--- config.mk ---
export PLATFORM = sky130hd
export DESIGN_NAME = adc_sample_packetizer
export DESIGN_NICKNAME = d
export VERILOG_FILES = /design/src/rtl/adc_sample_packetizer_pkg.sv /design/src/rtl/adc_sample_packetizer_fifo.sv /design/src/rtl/adc_sample_packetizer.sv
export SDC_FILE = /design/constraint.sdc
export NUM_CORES = 1
export LEC_CHECK = 0
export BUFFER_PORTS_ARGS = -buffer_cell sky130_fd_sc_hd__buf_2
export CORE_ASPECT_RATIO = 0.75
export CORE_UTILIZATION = 55
export CTS_CLUSTER_SIZE = 40
export DETAILED_ROUTE_END_ITERATION = 7
export PLACE_DENSITY_LB_ADDON = 0.12
export SYNTH_ARGS = -nofsm -noshare
export SYNTH_HDL_FRONTEND = slang
export SYNTH_SLANG_ARGS = --single-unit
--- constraint.sdc ---
create_clock -name clk -period 2.6 [get_ports clk]
set_input_delay 0.13 -clock clk [delete_from_list [all_inputs] [get_ports clk]]
set_output_delay 0.13 -clock clk [all_outputs]
set_load 0.01 [all_outputs]
--- src/rtl/adc_sample_packetizer_pkg.sv ---
// Shared constants and types for the ADC sample packetizer: word tags,
// FSM state encoding and the FIFO entry layout.
package adc_sample_packetizer_pkg;

    localparam logic [7:0] HEADER_MAGIC  = 8'hA5;
    localparam logic [7:0] TRAILER_MAGIC = 8'h5A;
    localparam logic [3:0] CH_A_TAG      = 4'h1;
    localparam logic [3:0] CH_B_TAG      = 4'h2;

    typedef enum logic [2:0] {
        IDLE,
        HEADER,
        CH_A,
        CH_B,
        TRAILER
    } packetizer_state_t;

    typedef struct packed {
        logic [11:0] a;
        logic [11:0] b;
    } sample_pair_t;

    function automatic logic [7:0] sat_inc8(input logic [7:0] value);
        return (value == 8'hFF) ? value : value + 8'd1;
    endfunction

endpackage

--- src/rtl/adc_sample_packetizer_fifo.sv ---
// Sample-pair FIFO: power-of-two depth, wrap-bit pointers for full/empty,
// show-ahead read data. The caller decides when a write is allowed.
module sample_pair_fifo #(
    parameter int DEPTH = 4,
    parameter int WIDTH = 24
) (
    input  logic             clk,
    input  logic             reset_n,
    input  logic             wr_en,
    input  logic [WIDTH-1:0] wr_data,
    input  logic             rd_en,
    output logic [WIDTH-1:0] rd_data,
    output logic             full,
    output logic             empty
);

    localparam int AW = $clog2(DEPTH);
    localparam logic [AW:0] PTR_ONE = (AW + 1)'(1);

    logic [WIDTH-1:0] mem [DEPTH];
    logic [AW:0]      wr_ptr;
    logic [AW:0]      rd_ptr;

    // NOTE: storage has no reset; the pointers alone define which entries are valid.
    always_ff @(posedge clk) begin
        if (wr_en) begin
            mem[wr_ptr[AW-1:0]] <= wr_data;
        end
    end

    // NOTE: state registers use non-blocking assignments so every flop samples pre-edge values.
    always_ff @(posedge clk or negedge reset_n) begin
        if (!reset_n) begin
            wr_ptr <= '0;
            rd_ptr <= '0;
        end else begin
            if (wr_en) begin
                wr_ptr <= wr_ptr + PTR_ONE;
            end
            if (rd_en) begin
                rd_ptr <= rd_ptr + PTR_ONE;
            end
        end
    end

    assign rd_data = mem[rd_ptr[AW-1:0]];
    assign empty   = (wr_ptr == rd_ptr);
    assign full    = (wr_ptr[AW] != rd_ptr[AW]) && (wr_ptr[AW-1:0] == rd_ptr[AW-1:0]);

endmodule

--- src/rtl/adc_sample_packetizer.sv ---
// Frames dual-channel 12-bit ADC pairs into 16-bit AXI-Stream packets:
// header, CH_A/CH_B words per pair, trailer carrying the drop count.
module adc_sample_packetizer
    import adc_sample_packetizer_pkg::*;
#(
    parameter int SAMPLES_PER_PACKET = 16,
    parameter int FIFO_DEPTH         = 4
) (
    input  logic        clk,
    input  logic        reset_n,
    input  logic        enable,
    input  logic        sample_valid,
    input  logic [11:0] sample_ch_a,
    input  logic [11:0] sample_ch_b,
    output logic [15:0] packet_data_tdata,
    output logic        packet_data_tvalid,
    output logic        packet_data_tlast,
    input  logic        packet_data_tready,
    output logic [1:0]  packet_data_tkeep,
    output logic        packet_data_tid,
    output logic        packet_data_tdest,
    output logic        packet_data_tuser,
    output logic        overflow
);

    localparam logic [7:0] LAST_PAIR = 8'(SAMPLES_PER_PACKET - 1);

    packetizer_state_t state;
    packetizer_state_t next_state;

    sample_pair_t fifo_wr_pair;
    sample_pair_t fifo_rd_pair;
    logic         fifo_full;
    logic         fifo_empty;
    logic         fifo_wr;
    logic         fifo_pop;

    logic         accepting;
    logic         drop;
    logic         load_ok;
    logic         load;
    logic [15:0]  word_data;
    logic         word_last;

    logic [7:0]   pair_cnt;
    logic [7:0]   seq;
    logic [7:0]   drop_cnt;

    assign packet_data_tkeep = '1;
    assign packet_data_tid   = 1'b0;
    assign packet_data_tdest = 1'b0;
    assign packet_data_tuser = 1'b0;

    // Pairs are taken while a packet is open, or while idle and enabled.
    // A pop in the same cycle frees the slot, so a write to a full FIFO still lands.
    assign accepting    = (state != IDLE) || enable;
    assign fifo_wr      = sample_valid && accepting && (!fifo_full || fifo_pop);
    assign drop         = sample_valid && accepting && fifo_full && !fifo_pop;
    assign fifo_wr_pair = '{a: sample_ch_a, b: sample_ch_b};

    // The output register may take a new word when empty or being drained this cycle.
    assign load_ok = !packet_data_tvalid || packet_data_tready;

    sample_pair_fifo #(
        .DEPTH (FIFO_DEPTH),
        .WIDTH ($bits(sample_pair_t))
    ) u_fifo (
        .clk     (clk),
        .reset_n (reset_n),
        .wr_en   (fifo_wr),
        .wr_data (fifo_wr_pair),
        .rd_en   (fifo_pop),
        .rd_data (fifo_rd_pair),
        .full    (fifo_full),
        .empty   (fifo_empty)
    );

    always_ff @(posedge clk or negedge reset_n) begin
        if (!reset_n) begin
            state <= IDLE;
        end else begin
            state <= next_state;
        end
    end

    // NOTE: every combinational output gets a default first so no path can infer a latch.
    always_comb begin
        next_state = state;
        case (state)
            IDLE:    if (enable && !fifo_empty) next_state = HEADER;
            HEADER:  if (load) next_state = CH_A;
            CH_A:    if (load) next_state = CH_B;
            CH_B:    if (load) next_state = (pair_cnt == LAST_PAIR) ? TRAILER : CH_A;
            TRAILER: if (load) next_state = IDLE;
            default: next_state = IDLE;
        endcase
    end

    // CH_A only peeks the FIFO head; CH_B consumes it once its word is loaded.
    always_comb begin
        load      = 1'b0;
        fifo_pop  = 1'b0;
        word_data = '0;
        word_last = 1'b0;
        case (state)
            HEADER: begin
                load      = load_ok;
                word_data = {HEADER_MAGIC, seq};
            end
            CH_A: begin
                load      = load_ok && !fifo_empty;
                word_data = {CH_A_TAG, fifo_rd_pair.a};
            end
            CH_B: begin
                load      = load_ok;
                fifo_pop  = load_ok;
                word_data = {CH_B_TAG, fifo_rd_pair.b};
            end
            TRAILER: begin
                load      = load_ok;
                word_data = {TRAILER_MAGIC, drop_cnt};
                word_last = 1'b1;
            end
            default: ;
        endcase
    end

    always_ff @(posedge clk or negedge reset_n) begin
        if (!reset_n) begin
            packet_data_tdata  <= '0;
            packet_data_tvalid <= 1'b0;
            packet_data_tlast  <= 1'b0;
        end else if (load_ok) begin
            packet_data_tvalid <= load;
            packet_data_tlast  <= load && word_last;
            if (load) begin
                packet_data_tdata <= word_data;
            end
        end
    end

    // A drop coinciding with the trailer load belongs to the next packet.
    always_ff @(posedge clk or negedge reset_n) begin
        if (!reset_n) begin
            seq      <= '0;
            pair_cnt <= '0;
            drop_cnt <= '0;
            overflow <= 1'b0;
        end else begin
            if ((state == HEADER) && load) begin
                seq <= seq + 8'd1;
            end
            if (fifo_pop) begin
                pair_cnt <= (pair_cnt == LAST_PAIR) ? 8'd0 : pair_cnt + 8'd1;
            end
            if ((state == TRAILER) && load) begin
                drop_cnt <= drop ? 8'd1 : 8'd0;
            end else if (drop) begin
                drop_cnt <= sat_inc8(drop_cnt);
            end
            if (drop) begin
                overflow <= 1'b1;
            end
        end
    end

endmodule

== Yosys cells after proc, flatten, opt, wreduce, memory -nomap -nowiden ==
Memory sizes are Yosys's and may differ from the RTL's.
Cells that the tools add are included.

* ROM bits: 0
* Latch bits: 0
* Bits of input ports: 29
* Bits in writable memories: 96
* Register bits: 52
* Word-level logic and storage cells: 73
* Memories: 1
* Output and inout bits: 24

* Bitwise gates (word level): 0
* Multiplexer cells: 18
* $mul: 0
* Eq/ne operators: 15
* Reductions and logical operators: 24
* Shift operators: 0
* Add/subtract/negate cells: 5
* Magnitude comparators: 0
* Div/mod/pow operators: 0

{| class="wikitable"
|+ Memory list
! name !! depth !! bits a word !! rd ports !! clocked after memory_dff !! wr ports !! line !! source
|-
| u_fifo.mem || 4 || 24 || 1 || 0 || 1 || adc_sample_packetizer_fifo.sv:20 || <nowiki>logic [WIDTH-1:0] mem [DEPTH];</nowiki>
|}

{| class="wikitable"
|+ Operators with widths
! operator !! number
|-
| $pmux W16 S4 || 1
|-
| $mux W8 || 4
|-
| $add A8 B1 Y8 const B || 3
|-
| $mux W3 || 6
|-
| $pmux W3 S5 || 1
|-
| $ne A2 B2 Y1 const B || 6
|-
| $logic_and A1 B1 Y1 || 10
|-
| $eq A8 B4 Y1 const B || 1
|-
| $eq A8 B8 Y1 const B || 1
|-
| $add A3 B1 Y3 const B || 2
|-
| $eq A3 B2 Y1 const B || 2
|-
| $mux W1 || 5
|-
| $reduce_and A5 Y1 || 1
|-
| $logic_not A1 Y1 || 4
|-
| $reduce_and A2 Y1 || 2
|-
| $eq A3 B1 Y1 const B || 1
|-
| $eq A3 B3 Y1 || 1
|-
| $eq A3 B3 Y1 const B || 1
|-
| $logic_not A3 Y1 || 1
|-
| $logic_or A1 B1 Y1 || 3
|-
| $reduce_bool A3 Y1 || 1
|-
| $reduce_or A3 Y1 || 1
|-
| $eq A2 B2 Y1 || 1
|-
| $pmux W1 S2 || 1
|-
| other kinds (2) || 2
|}

== Longest topological paths before layout ==
Gate-level depths: netlist (run 1).

* Word-level depth: 7
* Gate-level depth with buffers: 7
* Mapped depth without buffers: 5

== Modules after synthesis ==
From an unflattened synthesis (run 1), not the netlist that was laid out.

* Cell total of the unflattened synthesis: 393
* Area, all modules: 6311.1 um^2

{| class="wikitable"
|+ Modules (own cells, without submodules)
! module !! cells an instance !! sequential area each (um^2) !! instances !! area each (um^2)
|-
| sample_pair_fifo || 156 || 3032.9 || 1 || 3854.9
|-
| adc_sample_packetizer || 237 || 1151.1 || 1 || 2456.1
|}

== Least setup slack after synthesis (run 1) ==
OpenSTA, ideal clock, no wires.

* Path type: register to register
* Start point: register state[0]
* End point: memory u_fifo.mem[0][0], enable pin
* Required time: 2.217 ns
* Setup time: 0.383 ns
* Arrival time: 1.857 ns
* Path buffers: 2
* Stages on the path, launching flop included: 7
* Period minus slack after synthesis: 2.240 ns
* Slack: 0.360 ns
* Path through: dfrtp_1 -> buf_6 -> nand3b_1 -> o211ai_1 -> buf_2 -> o21a_2 -> and2_1

* Word-level cells in the longest chain between the ends: 6
* Elaborated cells between the ends (all ways): 9
* Those cells by class: eq/ne (1); mux (3); reduce/logical (5)

{| class="wikitable"
|+ Ends and longest elaborated chain
! element !! line !! source
|-
| start: declaration || adc_sample_packetizer.sv:28 || <nowiki>packetizer_state_t state;</nowiki>
|-
| start signal: assignment || adc_sample_packetizer.sv:82 || <nowiki>state <= next_state;</nowiki>
|-
| $eq A3 B2 Y1 / $reduce_bool A3 Y1 (equally long branches) || adc_sample_packetizer.sv:105, adc_sample_packetizer.sv:56 ||
|-
| $mux W1 / $logic_or A1 B1 Y1 (equally long branches) || adc_sample_packetizer.sv:105, adc_sample_packetizer.sv:56 ||
|-
| $logic_or A1 B1 Y1 / $logic_and A1 B1 Y1 (equally long branches) || adc_sample_packetizer.sv:57 || <nowiki>assign fifo_wr = sample_valid && accepting && (!fifo_full || fifo_pop);</nowiki>
|-
| $logic_and A1 B1 Y1 * || adc_sample_packetizer.sv:57 ||
|-
| $mux W1 * || adc_sample_packetizer_fifo.sv:26 || <nowiki>if (wr_en) begin</nowiki>
|-
| $mux W1 (implied by the code) * || adc_sample_packetizer_fifo.sv:27 || <nowiki>mem[wr_ptr[AW-1:0]] <= wr_data;</nowiki>
|-
| end: declaration || adc_sample_packetizer_fifo.sv:20 ||
|}

Every way passes the cells marked *; elsewhere a longest branch is shown, timed or not.

== Worst setup path in the final report (run 1) ==
* Start point: register state[0]
* End point: register packet_data_tdata[1]

* Word-level cells in the longest chain between the ends: 4
* Elaborated cells between the ends (all ways): 8
* Those cells by class: eq/ne (4); mux (2); reduce/logical (2)

{| class="wikitable"
|+ Ends and longest elaborated chain
! element !! line !! source
|-
| $eq A3 B1 Y1 (tied with other cells) || adc_sample_packetizer.sv:105 || <nowiki>case (state)</nowiki>
|-
| $reduce_or A3 Y1 (no line) || - ||
|-
| $pmux W1 S2 || adc_sample_packetizer.sv:105 ||
|-
| $reduce_and A2 Y1 (no line) || - ||
|-
| end signal: assignment || adc_sample_packetizer.sv:137 || <nowiki>packet_data_tdata <= word_data;</nowiki>
|-
| end: declaration || adc_sample_packetizer.sv:15 || <nowiki>output logic [15:0] packet_data_tdata,</nowiki>
|}

Parallel ways exist; a longest one is shown, timed or not.
A chain may end at the register's enable or synchronous reset.

==> results of run 1 <==
layout by cell type, fill, tap and decap left out, types with 5 or more instances in the layout:
master,synthesis,final
dlygate4sd3_1,0,25
mux2_4,8,8
mux4_2,12,12
a22o_1,8,8
nand2_1,25,25
nand4_1,8,8
nor2b_1,5,5
nor2_1,10,10
edfxtp_1,96,96
nor3_1,7,7
a221o_1,8,8
o21ai_0,8,8
mux2i_1,29,29
buf_4,8,14
nand3_1,13,13
clkbuf_16,0,17
xnor2_1,13,13
buf_2,8,47
inv_1,11,11
dfrtp_1,52,51
o22ai_1,9,9
nand2b_1,7,7
ha_1,8,8
conb_1,2,5
worst paths after layout:
kind                                 startpoint                               end  depth (start not counted)
min                                sample_valid      u_fifo.wr_ptr[2]$_DFFE_PN0P_                          4
max in group asynchronous               reset_n  packet_data_tdata[5]$_DFFE_PN0P_                          3
max reg2reg                state[0]$_DFFE_PN0P_  packet_data_tdata[1]$_DFFE_PN0P_                          4
max                        state[0]$_DFFE_PN0P_  packet_data_tdata[1]$_DFFE_PN0P_                          4
min in group asynchronous               reset_n                seq[4]$_DFFE_PN0P_                          2
min reg2reg                overflow$_DFFE_PN0P_              overflow$_DFFE_PN0P_                          1
power groups by stage:
stage               combinational, mW  clock (mW)  sequential [mW]
finish                           2.90        2.48             3.53
global placement                 2.83           0             3.54
floorplan                        2.09           0             3.52
CTS                              2.93        2.51             3.53
detailed placement               2.88           0             3.56
global route                     3.17        2.61             3.59
state kept, by name (all words and copies together) (netlist names):
register and flops:
packet_data_tvalid 1, drop_cnt 8, seq 8, u_fifo.wr_ptr 3, state 3, u_fifo.mem 96, u_fifo.rd_ptr 3, packet_data_tlast 1
packet_data_tdata 16, pair_cnt 8, overflow 1
layout make-up:
class                           count  share of cell area
Clock buffer                       17              0.0552
Inverter                           11             0.00536
Clock inverter                     14              0.0229
Multi-Input combinational cell    247               0.266
Timing Repair Buffer               89              0.0845
Tap cell                          140              0.0227
Sequential cell                   148               0.543
routing by layer:
layer,vias to the layer above,part of all wire,track usage
met5,-,0,0
met2,90,0.45,0.352
met1,1902,0.49,0.344
met4,0,0.011,0.0843
met3,13,0.043,0.0478
li1,1817,-,-
stage by stage:
stage / util / instances / instance area, um2
2_1_floorplan: - / 434 / 6450
3_3_place_gp: 0.614 / 610 / 6850
3_5_place_dp: 0.614 / 610 / 6850
4_1_cts: 0.691 / 666 / 7700
5_1_grt: 0.691 / 666 / 7700
6_report: 0.691 / 666 / 7700
worst max-delay path, delay by kind of cell, from the launching register on:
kind	cells	cell delay, ns
and+or+nand+nor	1	0.60
DFF	1	0.57
AOI/OAI and AO/OA	1	0.40
muxes	1	0.30
buffers and inverters	1	0.19
cell families (layout without fill, tap and decap cells):
group | Yosys count | in the layout | share of synthesized area
compound gates | 64 | 64 | 0.0759
simple gates | 98 | 98 | 0.0810
other cells | 2 | 5 | 0.00117
flops | 148 | 148 | 0.649
fa+ha+maj | 8 | 8 | 0.0155
buf+inv | 39 | 131 | 0.0348
xor+xnor | 18 | 18 | 0.0280
mux | 54 | 54 | 0.114
==> results.py, run 1 <==
metrics = {
    "yosys": {
        "synth_ff_type": "edfxtp_1",
        "postSynthCellCount": 431,
        "seq_area_frac_synth": 0.649,
        "avgSynthCellArea_um2": 15.0,
        "synth_area_leaders": "edfxtp_1, dfrtp_1, mux2i_1",
        "synthArstFlopShare": 0.351,
        "synth_area_um2": 6440,
        "synth_most_common_cell": "edfxtp_1",
        "synth_top_area_frac": 0.447,
        "yosys-top-cells-count": "edfxtp_1, dfrtp_1, mux2i_1, nand2_1",
        "synth_top_area_cell": "edfxtp_1",
        "ys_seq_elements": 148,
        "ys_types": 62,
        "synth_edf_count": 96,
        "ys_warn_count": 0,
    },
    "clocking": {
        "cts_sinks": 148,
        "cts-resized-gates": 0,
        "clockRootBuffer": "clkbuf_16",
        "numCtsBuffers": 17,
        "cts_tree": "done",
        "postCtsSetupBuffers": 0,
        "htree_levels": 4,
        "clock_latency_ns": 0.41,
        "hold_buffers": 25,
        "clk_pin_slew_worst_paths_ns": 0.06,
        "clock_path_buffers": 2,
    },
    "power": {
        "p_sw_frac": 0.321,
        "switchingPower_mw": 2.86,
        "irDropWorstVdd_uv": 535,
        "seqPwrFrac": 0.396,
        "p_per_area_nw_per_um2": 1160,
        "power_frac_clock": 0.278,
        "p_leak_nw": 3.01,
        "p_total_mw": 8.92,
        "p_int_mw": 6.05,
        "comb_power_share": 0.326,
    },
    "placement": {
        "port_buffers": 47,
        "hpwl_um": 8230,
        "place.gp.congestion": 0.822,
        "dp_slack_ns": 0.446,
    },
    "worst_setup_path": {
        "criticalPathCategory": "flip-flop to flip-flop",
        "cp_max_fo": 12,
        "path_cells": "nor2b_1 > o31a_1 > buf_12 > mux2_4",
        "crit_slowest_cell": "nor2b_1",
        "worstPathArrival_ns": 2.48,
        "start_kind": "flip-flop",
        "crit_path_end_kind": "flip-flop",
        "cp_slowest_stage_delay_ns": 0.60,
        "cp.required_ns": 2.89,
        "reg2reg_slack_ns": 0.41,
    },
    "timing": {
        "fin_crit_ns": 2.19,
        "slew_violations": 0,
        "max_freq_mhz": 457,
        "final.period_utilization": 0.842,
        "slew-limit-headroom": 0.417,
        "hold_violations": 0,
        "rsz0062_at_grt": "false",
        "finalSetupViolations": 0,
        "tightest_slew_ns": 0.875,
        "worst_slack_ns": 0.411,
        "finClkSkew_ns": 0.0105,
        "holdWs_ns": 0.152,
        "tns_ns": 0,
    },
    "route": {
        "drc": 0,
        "vias": 3822,
        "routed_via_density": 5.74,
        "first_pass_iters": 4,
        "wire_per_inst_um": 19.3,
        "drt_wl_total_um": 12900,
        "ant_nets": 0,
        "drt_iter0_markers": 264,
    },
    "grt": {
        "grt_pass1_wl_um": 20700,
        "grt_start_max_net_pins": 39,
        "antenna_found_initial": 0,
        "grt_pass1_vias": 3766,
        "track_usage": 0.235,
        "global_route.overflow_total": 0,
    },
    "die": {
        "die_y_um": 95.7,
        "chipWidth_um": 127,
        "row_count": 33,
        "io_pins": 53,
        "die-area_um2": 12200,
        "core_area_um2": 11100,
        "start_util": 0.578,
    },
    "layout": {
        "antenna_cells": 0,
        "nNetsFinal": 551,
        "fill_cells": 773,
        "seqCellArea_um2": 4190,
        "multi_input_area_um2": 2050,
        "drive_gt1_frac": 0.234,
        "area_growth_pct": 19.5,
    },
    "outcome": {
        "outcome": "finished, final reports clean",
    },
    "flow_run": {
        "maxCapViolCount": 0,
    },
    "worst_hold_path": {
        "hp-class": "primary input to flip-flop",
    },
}
(Power assumes the default switching activity.)
==> run 2: changes to the inputs <==
--- a/config.mk
+++ b/config.mk
@@ -7,7 +7,7 @@
 export LEC_CHECK = 0
 export BUFFER_PORTS_ARGS = -buffer_cell sky130_fd_sc_hd__buf_2
 export CORE_ASPECT_RATIO = 0.75
-export CORE_UTILIZATION = 55
+export CORE_UTILIZATION = 54
 export CTS_CLUSTER_SIZE = 40
 export DETAILED_ROUTE_END_ITERATION = 7
 export PLACE_DENSITY_LB_ADDON = 0.12
==> constraint.sdc (replaced) <==
create_clock -name clk -period 1.9 [get_ports clk]
set_input_delay 0.095 -clock clk [delete_from_list [all_inputs] [get_ports clk]]
set_output_delay 0.095 -clock clk [all_outputs]
set_load 0.01 [all_outputs]
==> results.py, run 2 (synthesis gave the netlist of run 1 again) <==
metrics = {
    "outcome": {
        "outcome": "finished, final reports clean",
    },
    "layout": {
        "fin_area_um2": 8090,
        "seqCellArea_um2": 4190,
        "multi_input_area_um2": 2100,
        "antenna_cells": 0,
        "area_growth_pct": 25.5,
        "fill_cells": 822,
        "largest_register_ffs": 96,
        "layout_common_cells": "edfxtp_1, dfrtp_1, buf_2, buf_4, mux2i_1",
        "final_util": 0.696,
        "drive_gt1_frac": 0.301,
        "final_common_cell": "edfxtp_1",
        "nNetsFinal": 580,
    },
    "clocking": {
        "cts_sinks": 148,
        "cts_tree": "done",
        "clk_pin_slew_worst_paths_ns": 0.06,
        "clock_path_buffers": 2,
        "clock_latency_ns": 0.42,
        "htree_levels": 4,
        "numCtsBuffers": 17,
        "clockRootBuffer": "clkbuf_16",
    },
    "grt": {
        "track_usage": 0.236,
        "grt_pass1_vias": 4061,
        "grt_pass1_wl_um": 21600,
        "grt_start_max_net_pins": 39,
        "antenna_found_initial": 0,
        "global_route.overflow_total": 0,
    },
    "timing": {
        "fin_crit_ns": 1.85,
        "slew-limit-headroom": 0.637,
        "tightest_slew_ns": 0.543,
        "max_freq_mhz": 540,
        "final.period_utilization": 0.974,
        "finClkSkew_ns": 0.0110,
        "hold_violations": 0,
        "finalSetupViolations": 0,
        "slew_violations": 0,
        "rsz0062_at_grt": "true",
    },
    "worst_setup_path": {
        "path_cells": "or4b_1 > buf_4 > o22ai_1 > a221o_1 > mux2_4",
        "reg2reg_depth": 5,
        "criticalPathCategory": "flip-flop to flip-flop",
        "reg2reg_from": "state[0]$_DFFE_PN0P_",
        "reg2reg_slack_ns": 0.05,
        "cp_max_fo": 8,
        "cp-startpoint": "state[0]$_DFFE_PN0P_",
        "worstPathArrival_ns": 2.20,
        "r2r-end": "packet_data_tdata[1]$_DFFE_PN0P_",
        "path_buf_inv": 1,
        "crit_slowest_cell": "or4b_1",
        "crit_path_end_kind": "flip-flop",
        "crit_family": "simple AND/OR/NAND/NOR gates",
        "cp.required_ns": 2.25,
        "start_kind": "flip-flop",
        "cp_slowest_stage_delay_ns": 0.57,
    },
    "route": {
        "routed_via_density": 5.62,
        "wire_per_inst_um": 18.6,
        "ant_nets": 0,
        "drc": 0,
        "drt_wl_total_um": 13400,
        "drt_iter0_markers": 351,
        "vias": 4032,
        "first_pass_iters": 4,
    },
    "die": {
        "die_y_um": 96.6,
        "row_count": 34,
        "die-area_um2": 12400,
        "chipWidth_um": 128,
        "start_util": 0.555,
        "core_area_um2": 11600,
        "io_pins": 53,
    },
    "flow_run": {
        "maxCapViolCount": 0,
    },
    "power": {
        "p_leak_nw": 3.19,
        "irDropWorstVdd_uv": 1060,
        "p_per_area_nw_per_um2": 1570,
    },
    "worst_hold_path": {
        "hp-class": "primary input to async pin",
    },
    "placement": {
        "hpwl_um": 8680,
        "port_buffers": 47,
        "dpl_cell_area_um2": 7180,
        "place.gp.congestion": 0.826,
    },
}
-- run 2: cell type report --
| type | count | share of cell area |
|---|---|---|
| Sequential cell | 148 | 0.518 |
| Multi-Input combinational cell | 247 | 0.259 |
| Timing Repair Buffer | 118 | 0.122 |
| Clock buffer | 17 | 0.0526 |
| Tap cell | 162 | 0.0251 |
| Clock inverter | 14 | 0.0179 |
| Inverter | 11 | 0.00511 |
-- run 2: where the power goes --
group          switching, mW  internal (mW)  total, mW
Combinational           2.26           2.40       4.67
Sequential             0.493           4.33       4.82
Clock                   1.37           1.84       3.21
Total                   4.13           8.57       12.7
-- run 2: worst max-delay path by stage --
| stage | endpoint | slack (ns) | cells past startpoint |
|---|---|---|---|
| 2_1_floorplan | u_fifo.mem[3][0]$_DFFE_PP_ | -0.09 | 6 |
| 3_3_place_gp | packet_data_tdata[3]$_DFFE_PN0P_ | 0.04 | 4 |
| 3_5_place_dp | packet_data_tdata[1]$_DFFE_PN0P_ | -0.03 | 6 |
| 4_1_cts | packet_data_tdata[7]$_DFFE_PN0P_ | 0.002 | 4 |
| 5_1_grt | packet_data_tdata[5]$_DFFE_PN0P_ | -0.03 | 6 |
| 6_report | packet_data_tdata[1]$_DFFE_PN0P_ | 0.05 | 5 |
-- run 2: stage by stage --
step	total power [mW]	hold WS [ns]	std cells	TNS [ns]	setup slack, ns
floorplan	7.68	-0.201	434	-8.29	-0.0864
global placement	9.19	0.0270	657	0	0.0398
detailed placement	9.29	0.0309	657	-0.261	-0.0330
CTS	12.7	0.115	715	0	0.00166
global route	13.4	0.154	717	-0.168	-0.0288
finish	12.7	0.131	717	0	0.0492
-- run 2: per-layer routing --
metal / track usage / up-vias / wire, um
li1: - / 1876 / -
met1: 0.343 / 2035 / 6330
met2: 0.355 / 103 / 6310
met3: 0.0454 / 18 / 539
met4: 0.0896 / 0 / 177
met5: 0 / - / 0
-- run 2: timing repair --
item | CTS | global route
endpoints found under the hold margin | 148 | 0
hold buffers | 25 | 0
cloned | 0 | 0
endpoints found under the setup margin | 86 | 108
gates resized for setup | 4 | 15
setup buffers | 2 | 2
pin swaps | 4 | 7
==> run 3: changes to the inputs <==
--- a/config.mk
+++ b/config.mk
@@ -7,10 +7,12 @@
 export LEC_CHECK = 0
 export BUFFER_PORTS_ARGS = -buffer_cell sky130_fd_sc_hd__buf_2
 export CORE_ASPECT_RATIO = 0.75
+export CORE_MARGIN = 4
 export CORE_UTILIZATION = 54
 export CTS_CLUSTER_SIZE = 40
 export DETAILED_ROUTE_END_ITERATION = 7
 export PLACE_DENSITY_LB_ADDON = 0.12
+export RECOVER_POWER = 50
 export SYNTH_ARGS = -nofsm -noshare
 export SYNTH_HDL_FRONTEND = slang
 export SYNTH_SLANG_ARGS = --single-unit
==> results.py, run 3 (synthesis gave the netlist of run 1 again) <==
metrics = {
    "die": {
        "die-area_um2": 13800,
        "io_pins": 53,
        "core_area_um2": 11600,
        "chipWidth_um": 134,
        "die_y_um": 103,
        "row_count": 34,
        "start_util": 0.555,
    },
    "grt": {
        "grt_start_max_net_pins": 53,
        "track_usage": 0.205,
        "grt_pass1_vias": 3916,
        "global_route.overflow_total": 0,
        "antenna_found_initial": 0,
        "grt_pass1_wl_um": 21400,
    },
    "power": {
        "irDropWorstVdd_uv": 899,
        "p_per_area_nw_per_um2": 1560,
        "p_leak_nw": 3.20,
        "p_total_mw": 12.8,
    },
    "placement": {
        "place.gp.congestion": 0.834,
        "place_inst": 664,
        "hpwl_um": 8970,
        "dp_slack_ns": -0.0142,
        "dpl_cell_area_um2": 7200,
        "port_buffers": 47,
    },
    "timing": {
        "final.period_utilization": 1.02,
        "tightest_slew_ns": 1.29,
        "finalSetupViolations": 3,
        "slew_violations": 0,
        "slew-limit-headroom": 0.142,
        "fin_crit_ns": 1.94,
        "hold_violations": 0,
        "tns_ns": -0.0883,
        "max_freq_mhz": 514,
        "worst_slack_ns": -0.0443,
        "finClkSkew_ns": 0.0138,
        "rsz0062_at_grt": "true",
        "holdWs_ns": 0.126,
    },
    "layout": {
        "fin_cells": 731,
        "fill_cells": 752,
        "antenna_cells": 0,
        "largest_register_ffs": 96,
        "final_common_cell": "edfxtp_1",
        "area_growth_pct": 26.8,
        "nNetsFinal": 594,
        "final_util": 0.704,
        "drive_gt1_frac": 0.288,
        "layout_common_cells": "edfxtp_1, dfrtp_1, buf_4, mux2i_1, buf_2",
        "fin_area_um2": 8170,
    },
    "worst_hold_path": {
        "min_from": "packet_data_tready",
        "hp-class": "primary input to flip-flop",
        "holdPathStages": 5,
    },
    "route": {
        "drc": 0,
        "vias": 4036,
        "ant_nets": 0,
        "drt_wl_total_um": 13700,
        "wire_per_inst_um": 18.7,
        "routed_via_density": 5.52,
        "drt_iter0_markers": 394,
        "first_pass_iters": 5,
    },
    "worst_setup_path": {
        "crit_family": "simple AND/OR/NAND/NOR gates",
        "path_buf_inv": 1,
        "start_kind": "flip-flop",
        "reg2reg_slack_ns": -0.04,
        "reg2reg_from": "state[0]$_DFFE_PN0P_",
        "reg2reg_depth": 5,
        "crit_slowest_cell": "or4b_1",
        "cp_slowest_stage_delay_ns": 0.59,
        "criticalPathCategory": "flip-flop to flip-flop",
        "worstPathArrival_ns": 2.29,
        "cp-startpoint": "state[0]$_DFFE_PN0P_",
        "path_cells": "or4b_1 > buf_4 > o22ai_1 > a221o_1 > mux2_4",
        "cp.required_ns": 2.25,
        "path_depth": 5,
        "crit_path_end_kind": "flip-flop",
        "cp_max_fo": 8,
    },
    "clocking": {
        "htree_levels": 4,
        "clock_latency_ns": 0.41,
        "clock_path_buffers": 2,
        "numCtsBuffers": 17,
        "cts_tree": "done",
        "clockRootBuffer": "clkbuf_16",
        "clk_pin_slew_worst_paths_ns": 0.06,
        "cts_sinks": 148,
    },
    "outcome": {
        "violations": "negative setup slack",
        "outcome": "finished with violations",
    },
    "flow_run": {
        "maxCapViolCount": 0,
    },
}
## run 3: cell count changes in the layout (fill, tap and decap cells not counted), sizes merged
cell    before  now
inv         17   19
clkbuf      18   41
buf         92   83
bufinv       1    0
clkinv       5    4
## run 3: timing repair
action | 4_1_cts | 5_1_grt
endpoints found under the setup margin | 8 | 117
buffers inserted | 1 | 5
pin swaps | 1 | 10
hold endpoints to repair | 148 | 0
resized for setup | 3 | 22
cloned | 0 | 5
hold buffers | 25 | 0
## run 3: worst reg2reg max path, stage by stage, from the launching register on
cell     delay [ns]
dfrtp_2        0.47
or4b_1         0.59
buf_4          0.20
o22ai_1        0.30
a221o_1        0.19
mux2_4         0.14
## run 3: final cells by class
cell class / count / area [um2] / area share
clock buffers: 17 / 425 / 0.0521
clock inverters: 14 / 118 / 0.0144
inverters: 11 / 41.3 / 0.00505
multi-input cells: 247 / 2110 / 0.258
flip-flops and latches: 148 / 4190 / 0.513
well taps: 162 / 203 / 0.0248
repair buffers: 132 / 1080 / 0.133
## run 3: power breakdown
| group | leakage (nW) | switching [mW] | internal [mW] |
|---|---|---|---|
| Clock | 0.265 | 1.37 | 1.70 |
| Sequential | 1.51 | 0.498 | 4.33 |
| Combinational | 1.42 | 2.33 | 2.54 |
| Total | 3.20 | 4.19 | 8.58 |
## run 3: worst paths after layout
path	endpoint
setup / recovery	packet_data_tdata[2]$_DFFE_PN0P_
hold / removal	packet_data_tlast$_DFFE_PN0N_
setup reg to reg	packet_data_tdata[2]$_DFFE_PN0P_
hold reg to reg	overflow$_DFFE_PN0P_
max in group asynchronous	u_fifo.rd_ptr[1]$_DFFE_PN0P_
min in group asynchronous	drop_cnt[1]$_DFFE_PN0P_
## run 3: routing by layer
| metal | part of all wire | GRT usage | vias to the layer above |
|---|---|---|---|
| li1 | - | - | 1901 |
| met1 | 0.48 | 0.300 | 2035 |
| met2 | 0.47 | 0.312 | 93 |
| met3 | 0.046 | 0.0522 | 7 |
| met4 | 0.0049 | 0.0516 | 0 |
| met5 | 0 | 0 | - |
